File: src/rtl/rng_address_unit.sv
// rng_address_unit
// Responder for the winner-policy random-selection protocol.
// A free-running 16-bit Fibonacci LFSR answers en_rng requests. A separate
// four-state FSM computes which mod betterNeighborCount using a restoring
// remainder loop that retires one dividend bit per cycle.
module rng_address_unit #(
    parameter logic [15:0] SEED = 16'hACE1
) (
    input  logic        clock,
    input  logic        nrst,
    input  logic        en_rng,
    output logic [15:0] rng_out,
    output logic [15:0] rng_out_4bit,
    input  logic        start_rngAddress,
    input  logic [15:0] which,
    input  logic [15:0] betterNeighborCount,
    output logic [15:0] rng_address,
    output logic        done_rng_address,
    output logic        div_by_zero,
    output logic        busy
);

    localparam logic [1:0] S_IDLE     = 2'd0;
    localparam logic [1:0] S_DIV      = 2'd1;
    localparam logic [1:0] S_DONE     = 2'd2;
    localparam logic [1:0] S_WAIT_LOW = 2'd3;

    logic [15:0] lfsr_q, lfsr_d;
    logic [1:0]  state_q, state_d;
    logic [15:0] dividend_q, dividend_d;
    logic [15:0] divisor_q, divisor_d;
    logic [15:0] rem_q, rem_d;
    logic [3:0]  cnt_q, cnt_d;
    logic [15:0] addr_q, addr_d;
    logic        done_q, done_d;
    logic        dbz_q, dbz_d;

    logic        lfsr_fb;
    logic [16:0] rem_shift;
    logic [15:0] rem_sub;
    logic [15:0] rem_step;

    // LFSR next state: taps 16/14/13/11, shifting toward bit 0.
    always_comb begin
        lfsr_fb = lfsr_q[0] ^ lfsr_q[2] ^ lfsr_q[3] ^ lfsr_q[5];
        lfsr_d  = en_rng ? {lfsr_fb, lfsr_q[15:1]} : lfsr_q;
    end

    // One restoring-remainder step. The dividend register shifts left so its
    // MSB is always the next bit to bring down. When the shifted remainder is
    // at least V, the true difference is below V and therefore fits in 16 bits.
    always_comb begin
        rem_shift = {rem_q, dividend_q[15]};
        rem_sub   = rem_shift[15:0] - divisor_q;
        rem_step  = (rem_shift >= {1'b0, divisor_q}) ? rem_sub : rem_shift[15:0];
    end

    // Address FSM next-state and datapath control.
    always_comb begin
        state_d    = state_q;
        dividend_d = dividend_q;
        divisor_d  = divisor_q;
        rem_d      = rem_q;
        cnt_d      = cnt_q;
        addr_d     = addr_q;
        done_d     = done_q;
        dbz_d      = dbz_q;
        case (state_q)
            S_IDLE: begin
                if (start_rngAddress) begin
                    dividend_d = which;
                    divisor_d  = betterNeighborCount;
                    rem_d      = 16'd0;
                    cnt_d      = 4'd0;
                    state_d    = S_DIV;
                end
            end
            S_DIV: begin
                rem_d      = rem_step;
                dividend_d = {dividend_q[14:0], 1'b0};
                cnt_d      = cnt_q + 4'd1;
                if (cnt_q == 4'd15) begin
                    // A zero divisor forces the published remainder to 0.
                    addr_d  = (divisor_q == 16'd0) ? 16'd0 : rem_step;
                    done_d  = 1'b1;
                    dbz_d   = (divisor_q == 16'd0);
                    state_d = S_DONE;
                end
            end
            S_DONE: begin
                done_d  = 1'b0;
                dbz_d   = 1'b0;
                state_d = start_rngAddress ? S_WAIT_LOW : S_IDLE;
            end
            default: begin
                // A held start must be released before a new request counts.
                if (!start_rngAddress) begin
                    state_d = S_IDLE;
                end
            end
        endcase
    end

    // State registers with synchronous active-low reset.
    always_ff @(posedge clock) begin
        if (!nrst) begin
            lfsr_q     <= SEED;
            state_q    <= S_IDLE;
            dividend_q <= 16'd0;
            divisor_q  <= 16'd0;
            rem_q      <= 16'd0;
            cnt_q      <= 4'd0;
            addr_q     <= 16'd0;
            done_q     <= 1'b0;
            dbz_q      <= 1'b0;
        end else begin
            lfsr_q     <= lfsr_d;
            state_q    <= state_d;
            dividend_q <= dividend_d;
            divisor_q  <= divisor_d;
            rem_q      <= rem_d;
            cnt_q      <= cnt_d;
            addr_q     <= addr_d;
            done_q     <= done_d;
            dbz_q      <= dbz_d;
        end
    end

    assign rng_out          = lfsr_q;
    assign rng_out_4bit     = {12'd0, lfsr_q[3:0]};
    assign rng_address      = addr_q;
    assign done_rng_address = done_q;
    assign div_by_zero      = dbz_q;
    assign busy             = (state_q == S_DIV) || (state_q == S_DONE);

endmodule

File: config.mk
export PLATFORM = sky130hd
export DESIGN_NAME = rng_address_unit
export DESIGN_NICKNAME = d
export VERILOG_FILES = /design/src/rtl/rng_address_unit.sv
export SDC_FILE = /design/constraint.sdc
export NUM_CORES = 1
export LEC_CHECK = 0
export BUFFER_PORTS_ARGS = -buffer_cell sky130_fd_sc_hd__buf_2
export CORE_MARGIN = 4
export CORE_UTILIZATION = 43
export CTS_CLUSTER_SIZE = 8
export DETAILED_ROUTE_END_ITERATION = 16
export MAX_ROUTING_LAYER = met4
export SETUP_SLACK_MARGIN = 0.2
export SLEW_MARGIN = 10
export SYNTH_ARGS = -nofsm -noshare
export SYNTH_HDL_FRONTEND = slang
export SYNTH_SLANG_ARGS = --single-unit
File: constraint.sdc
create_clock -name clock -period 3.3 [get_ports clock]
set_input_delay 0.33 -clock clock [delete_from_list [all_inputs] [get_ports clock]]
set_output_delay 0.33 -clock clock [all_outputs]
set_load 0.005 [all_outputs]
== Word-level counts from Yosys, hierarchy flattened ==
Index checks and enable logic that the tools add are counted.
Storage, ports and cells
  flip-flop bits (word level): 88
  logic and storage cells: 48
Operators by class
  $add $sub $neg: 2
  order comparisons: 1
  equal/unequal tests: 6
  mux-type cells: 17
  bitwise logic cells: 3
  reduce and logical (&&, ||, !) cells: 10
Operators by type and width (count)
  $mux 16: 4
  $pmux 16 s2: 2
  $ge 17x16->1: 1
  $logic_not 16->1: 1
  $sub 16x16->16: 1
  $mux 2: 4
  $pmux 4 s2: 1
  $reduce_and 2->1: 4
  $pmux 2 s3: 1
  $add 4x1->4 const B: 1
  $eq 4x4->1 const B: 1
  $mux 4: 1
  $ne 2x2->1 const B: 2
  $ne 4x1->1 const B: 1
  $pmux 1 s2: 2
  $reduce_bool 2->1: 2
  $reduce_and 3->1: 1
  $xor 1x1->1: 3
  $eq 2x1->1 const B: 1
  $eq 2x2->1 const B: 1
  $logic_not 2->1: 1
  $mux 1: 2
  $logic_or 1x1->1: 1

== Depth between registers and ports, before layout ==
  depth in word-level cells: 3
  depth in mapped cells: 11
  mapped depth without buffers: 11

== Least setup slack after synthesis ==
Ideal clock, no wire load.
  path kind: reg-to-reg
  from: reg dividend_q[15]
  to: reg rem_q[14]
  setup time: 122 ps
  data arrival time: 2485 ps
  data required time: 3178 ps
  path slack: 692 ps
  stages on the path, launching flop included: 12
  path buffers: 0
  cells stage by stage: dfxtp_1 > inv_1 > ha_1 > inv_1 > fa_1 > a21oi_2 > o221ai_2 > a2111o_1 > and2_4 > or4_4 > nand4_2 > o211ai_2
Between the ends
  cells in the longest elaborated chain, start to end: 3
  elaborated cells between the ends (all ways): 4
  those cells by class: 1 x add/sub; 1 x order compare; 2 x mux
Ends and longest elaborated chain
  from (decl): RTL line 30  | logic [15:0] dividend_q, dividend_d;
  from (signal assigned): RTL line 119  | dividend_q <= dividend_d;
  $sub 16x16->16 / $ge 17x16->1 (equally long branches): RTL line 54, 55
  $mux 16 (*): RTL line 55  | rem_step = (rem_shift >= {1'b0, divisor_q}) ? rem_sub : rem_shift[15:0];
  $pmux 16 s2 (*): RTL line 68  | case (state_q)
  to (signal assigned): RTL line 121  | rem_q <= rem_d;
  to (decl): RTL line 32  | logic [15:0] rem_q, rem_d;
Every way passes the cells marked *; elsewhere a longest branch is shown, timed or not.
A chain may end at the register's enable or synchronous reset.

== Worst setup path after layout ==
Same ends and word-level chain as after synthesis.

==> flow_metrics.py <==
metrics = {
    "placed_design": {
        "place.gp.congestion": 0.877,
        "portBuffers": 74,
        "dpl.hpwl_um": 7680,
    },
    "grt": {
        "grt.overflow.total": 0,
        "grt_pass1_vias": 3553,
        "grtUsageTotal_pct": 18.1,
        "grt_max_degree": 35,
        "antenna_found_initial": 0,
        "grt_pass1_wl_um": 16800,
    },
    "synthesis": {
        "synth_xor_area_share_pct": 2.94,
        "synth_edf_count": 0,
        "avgSynthCellArea_um2": 8.28,
        "syn_inst": 540,
        "ys_types": 59,
        "syn_area_mm2": 0.00447,
        "synthSimpleGateAreaFrac_pct": 17.8,
        "ys_ff_latch": 88,
        "synth_warnings": 0,
        "synth-compound-area-share_pct": 18.9,
        "synth_top_family_by_area": "compound AO/OA/AOI/OAI gates",
        "synthArstFlopShare_pct": 0,
        "synth_ff_type": "dfxtp_1",
        "synth-adder-area-share_pct": 6.32,
        "synth.mux.area_fraction_pct": 6.74,
        "ys_seq_area_share_pct": 39.4,
    },
    "worst_setup_path": {
        "crit_arrival_ps": 3030,
        "timing.rr.start": "dividend_q[15]",
        "cpMostUsedCell": "inv_1",
        "crit_path_cell_trace": "inv_1 > ha_1 > inv_1 > fa_1 > a21oi_2 > o221ai_2 > a2111o_1 > and2_4 > or4_4 > nand4_2 > o211ai_2",
        "worst_ep_required_time_ps": 3540,
        "crit_fanout": 3,
        "rr_worst_depth": 11,
        "rrSetupSlack_ps": 510,
        "worstSetupEndpointType": "register",
        "start_kind": "register",
        "slowest_delay_ps": 470,
        "criticalPathCategory": "register to register",
        "cpMaxStageDelayCell": "or4_4",
        "r2r_end": "rem_q[14]",
    },
    "timing": {
        "max_slew_margin_pct": 51.0,
        "rsz0062_at_grt": "false",
        "fin_setup_tns_ps": 0,
        "worst_slew_pin_slew_ps": 735,
        "min_period_ps": 2790,
        "fin_skew_ps": 10.5,
        "final_hold_viol_count": 0,
        "setup_viol": 0,
        "slew_viol_final": 0,
        "clock.fmax_ghz": 0.358,
        "period_share_pct": 84.7,
    },
    "clocking": {
        "cts_buffers": 9,
        "clock_sinks": 88,
        "cts_tree": "done",
        "clock_latency_ps": 350,
        "root_buffer": "clkbuf_8",
        "clk_pin_slew_worst_paths_ps": 90,
        "clock_path_buffers": 2,
        "ctsHoldBuffers": 0,
        "htree_levels": 3,
        "post_cts_buffers": 0,
        "cts_resized": 0,
    },
    "power_and_ir_drop": {
        "p_seq_share_pct": 32.6,
        "power.switching_mw": 1.74,
        "ir_drop_mv": 0.382,
        "power_density_mw_per_mm2": 841,
        "p_int_mw": 2.49,
        "p_clk_share_pct": 17.8,
        "leakage_nw": 2.14,
        "p_comb_share_pct": 49.7,
        "swShare_pct": 41.2,
    },
    "layout": {
        "syn_to_final_growth_pct": 12.7,
        "final-seq-area_mm2": 0.00176,
        "post-route-util_pct": 50.6,
        "diodes": 0,
        "drive_gt1_share_pct": 18.7,
        "layout.nets": 657,
        "multi_input_area_mm2": 0.00240,
        "fillers": 1020,
    },
    "floorplan": {
        "die_area_mm2": 0.0121,
        "die_y_um": 110,
        "rows": 36,
        "ios": 87,
        "die_w_um": 110,
        "core_mm2": 0.00995,
        "start_util_pct": 44.9,
    },
    "routing": {
        "drtAntennaViolNets": 0,
        "avgRoutedWirePerCell_um": 14.2,
        "first_iter_violations": 116,
        "drcViolationCount": 0,
        "dr_total_vias": 3798,
        "drt_wl_total_um": 10500,
        "drt_first_pass_iters": 4,
        "viasPerCell": 5.15,
    },
    "hold_path": {
        "min_delay_path_depth": 3,
        "min_from": "which[11]",
        "worstHoldEndpoint": "dividend_q[11]",
        "worstHoldPathType": "input port to register",
    },
    "run_status": {
        "status": "finished, final reports clean",
    },
    "flow_run": {
        "cap_viol_max_count": 0,
    },
}
-- power groups by stage --
| stage | clock [mW] | sequential, mW | combinational, mW |
|---|---|---|---|
| final | 0.752 | 1.38 | 2.10 |
| after detailed placement | 0 | 1.40 | 2.10 |
| after floorplan | 0 | 1.37 | 1.75 |
| after global routing | 0.820 | 1.40 | 2.31 |
| after CTS | 0.773 | 1.38 | 2.11 |
| after global placement | 0 | 1.39 | 2.09 |
-- critical path, delay by kind of cell (launching register included) --
kind / cells / cell delay, ps
flops: 1 / 320
simple gates: 3 / 780
buf+inv: 2 / 120
fa+ha+maj: 2 / 570
compound gates: 4 / 890
-- per-stage QoR --
stage	power, mW	instance area, um^2	instances	hold slack [ps]	setup WS [ps]
3_5_place_dp	3.50	4840	721	439	536
5_1_grt	4.53	5040	737	201	361
3_3_place_gp	3.48	4840	721	434	590
4_1_cts	4.26	5040	737	194	509
6_report	4.24	5040	737	204	506
2_1_floorplan	3.12	4510	551	442	692
-- per-layer routing --
| metal | wire length [um] | GRT usage, % | vias to the layer above |
|---|---|---|---|
| met1 | 4880 | 22.3 | 1763 |
| met3 | 304 | 2.80 | 12 |
| li1 | - | - | 1964 |
| met4 | 136 | 5.88 | 0 |
| met5 | 0 | - | - |
| met2 | 5170 | 30.4 | 59 |
-- layout make-up --
class,instances,share of cell area [%]
clock buffers,10,2.53
clock inverters,6,1.34
inverters,28,2.09
multi-input cells,393,47.7
flip-flops and latches,88,35.0
well taps,133,3.30
repair buffers,79,8.10
-- kinds of logic (layout without fill, tap and decap cells) --
logic type / count (synthesis) / in the layout
adders and majority gates: 22 / 22
AOI/OAI and AO/OA: 138 / 138
other: 1 / 12
and+or+nand+nor: 176 / 176
muxes: 30 / 30
DFF: 88 / 88
buffers and inverters: 70 / 123
xor gates and xnor gates: 15 / 15
-- worst max-delay path by stage --
stage	start	end	cells past startpoint
global route	dividend_q[15]	rem_q[14]	11
finish	dividend_q[15]	rem_q[14]	11
global placement	dividend_q[15]	rem_q[14]	11
CTS	dividend_q[15]	rem_q[14]	11
detailed placement	dividend_q[15]	rem_q[14]	11
floorplan	dividend_q[15]	rem_q[14]	11
-- placed cells by master (no fill, tap or decap), drive strengths merged, types with 2 or more instances in the layout --
master     n
dfxtp     88
nand2     87
buf       79
o21ai     57
nor2      43
a21oi     31
mux2i     29
inv       29
ha        21
o22ai     15
conb      12
nand3     11
xnor2     11
clkbuf    10
nor4       6
o211ai     5
a21o       5
or3        5
and2       5
nand2b     5
o31a       4
nor3       4
xor2       4
nand4      4
o21a       3
o41ai      3
a22oi      3
and3       2
o221a      2
a211oi     2
clkinvlp   2
clkinv     2
-- cells in the mapped netlist (all sizes together), types with 3 or more instances --
cell type  number  share of area, %
o21ai          57               6.4
o41ai           3              0.59
nor2           43               3.8
clkbuf         19               1.6
inv            28               2.4
buf            23               3.9
dfxtp          88                39
nand2b          5              0.92
xor2            4              0.78
and2            5              0.78
nor4            6              0.84
a21o            5              0.87
mux2i          29               6.5
xnor2          11               2.2
nand2          87               7.3
ha             21               5.9
o211ai          5              0.95
nand4           4              0.70
o22ai          15               2.1
o21a            3              0.50
a21oi          31               3.7
nor3            4              0.45
nand3          11               1.2
o31a            4              0.78
or3             5              0.73
a22oi           3              0.50
-- state kept, by name, indices dropped and copies added, names as in the netlist --
name / count
rng_address: 16
cnt_q: 4
done_rng_address: 1
rng_out: 16
rem_q: 16
divisor_q: 16
state_q: 2
div_by_zero: 1
dividend_q: 16
No activity file was read; power rests on OpenSTA's default activity.
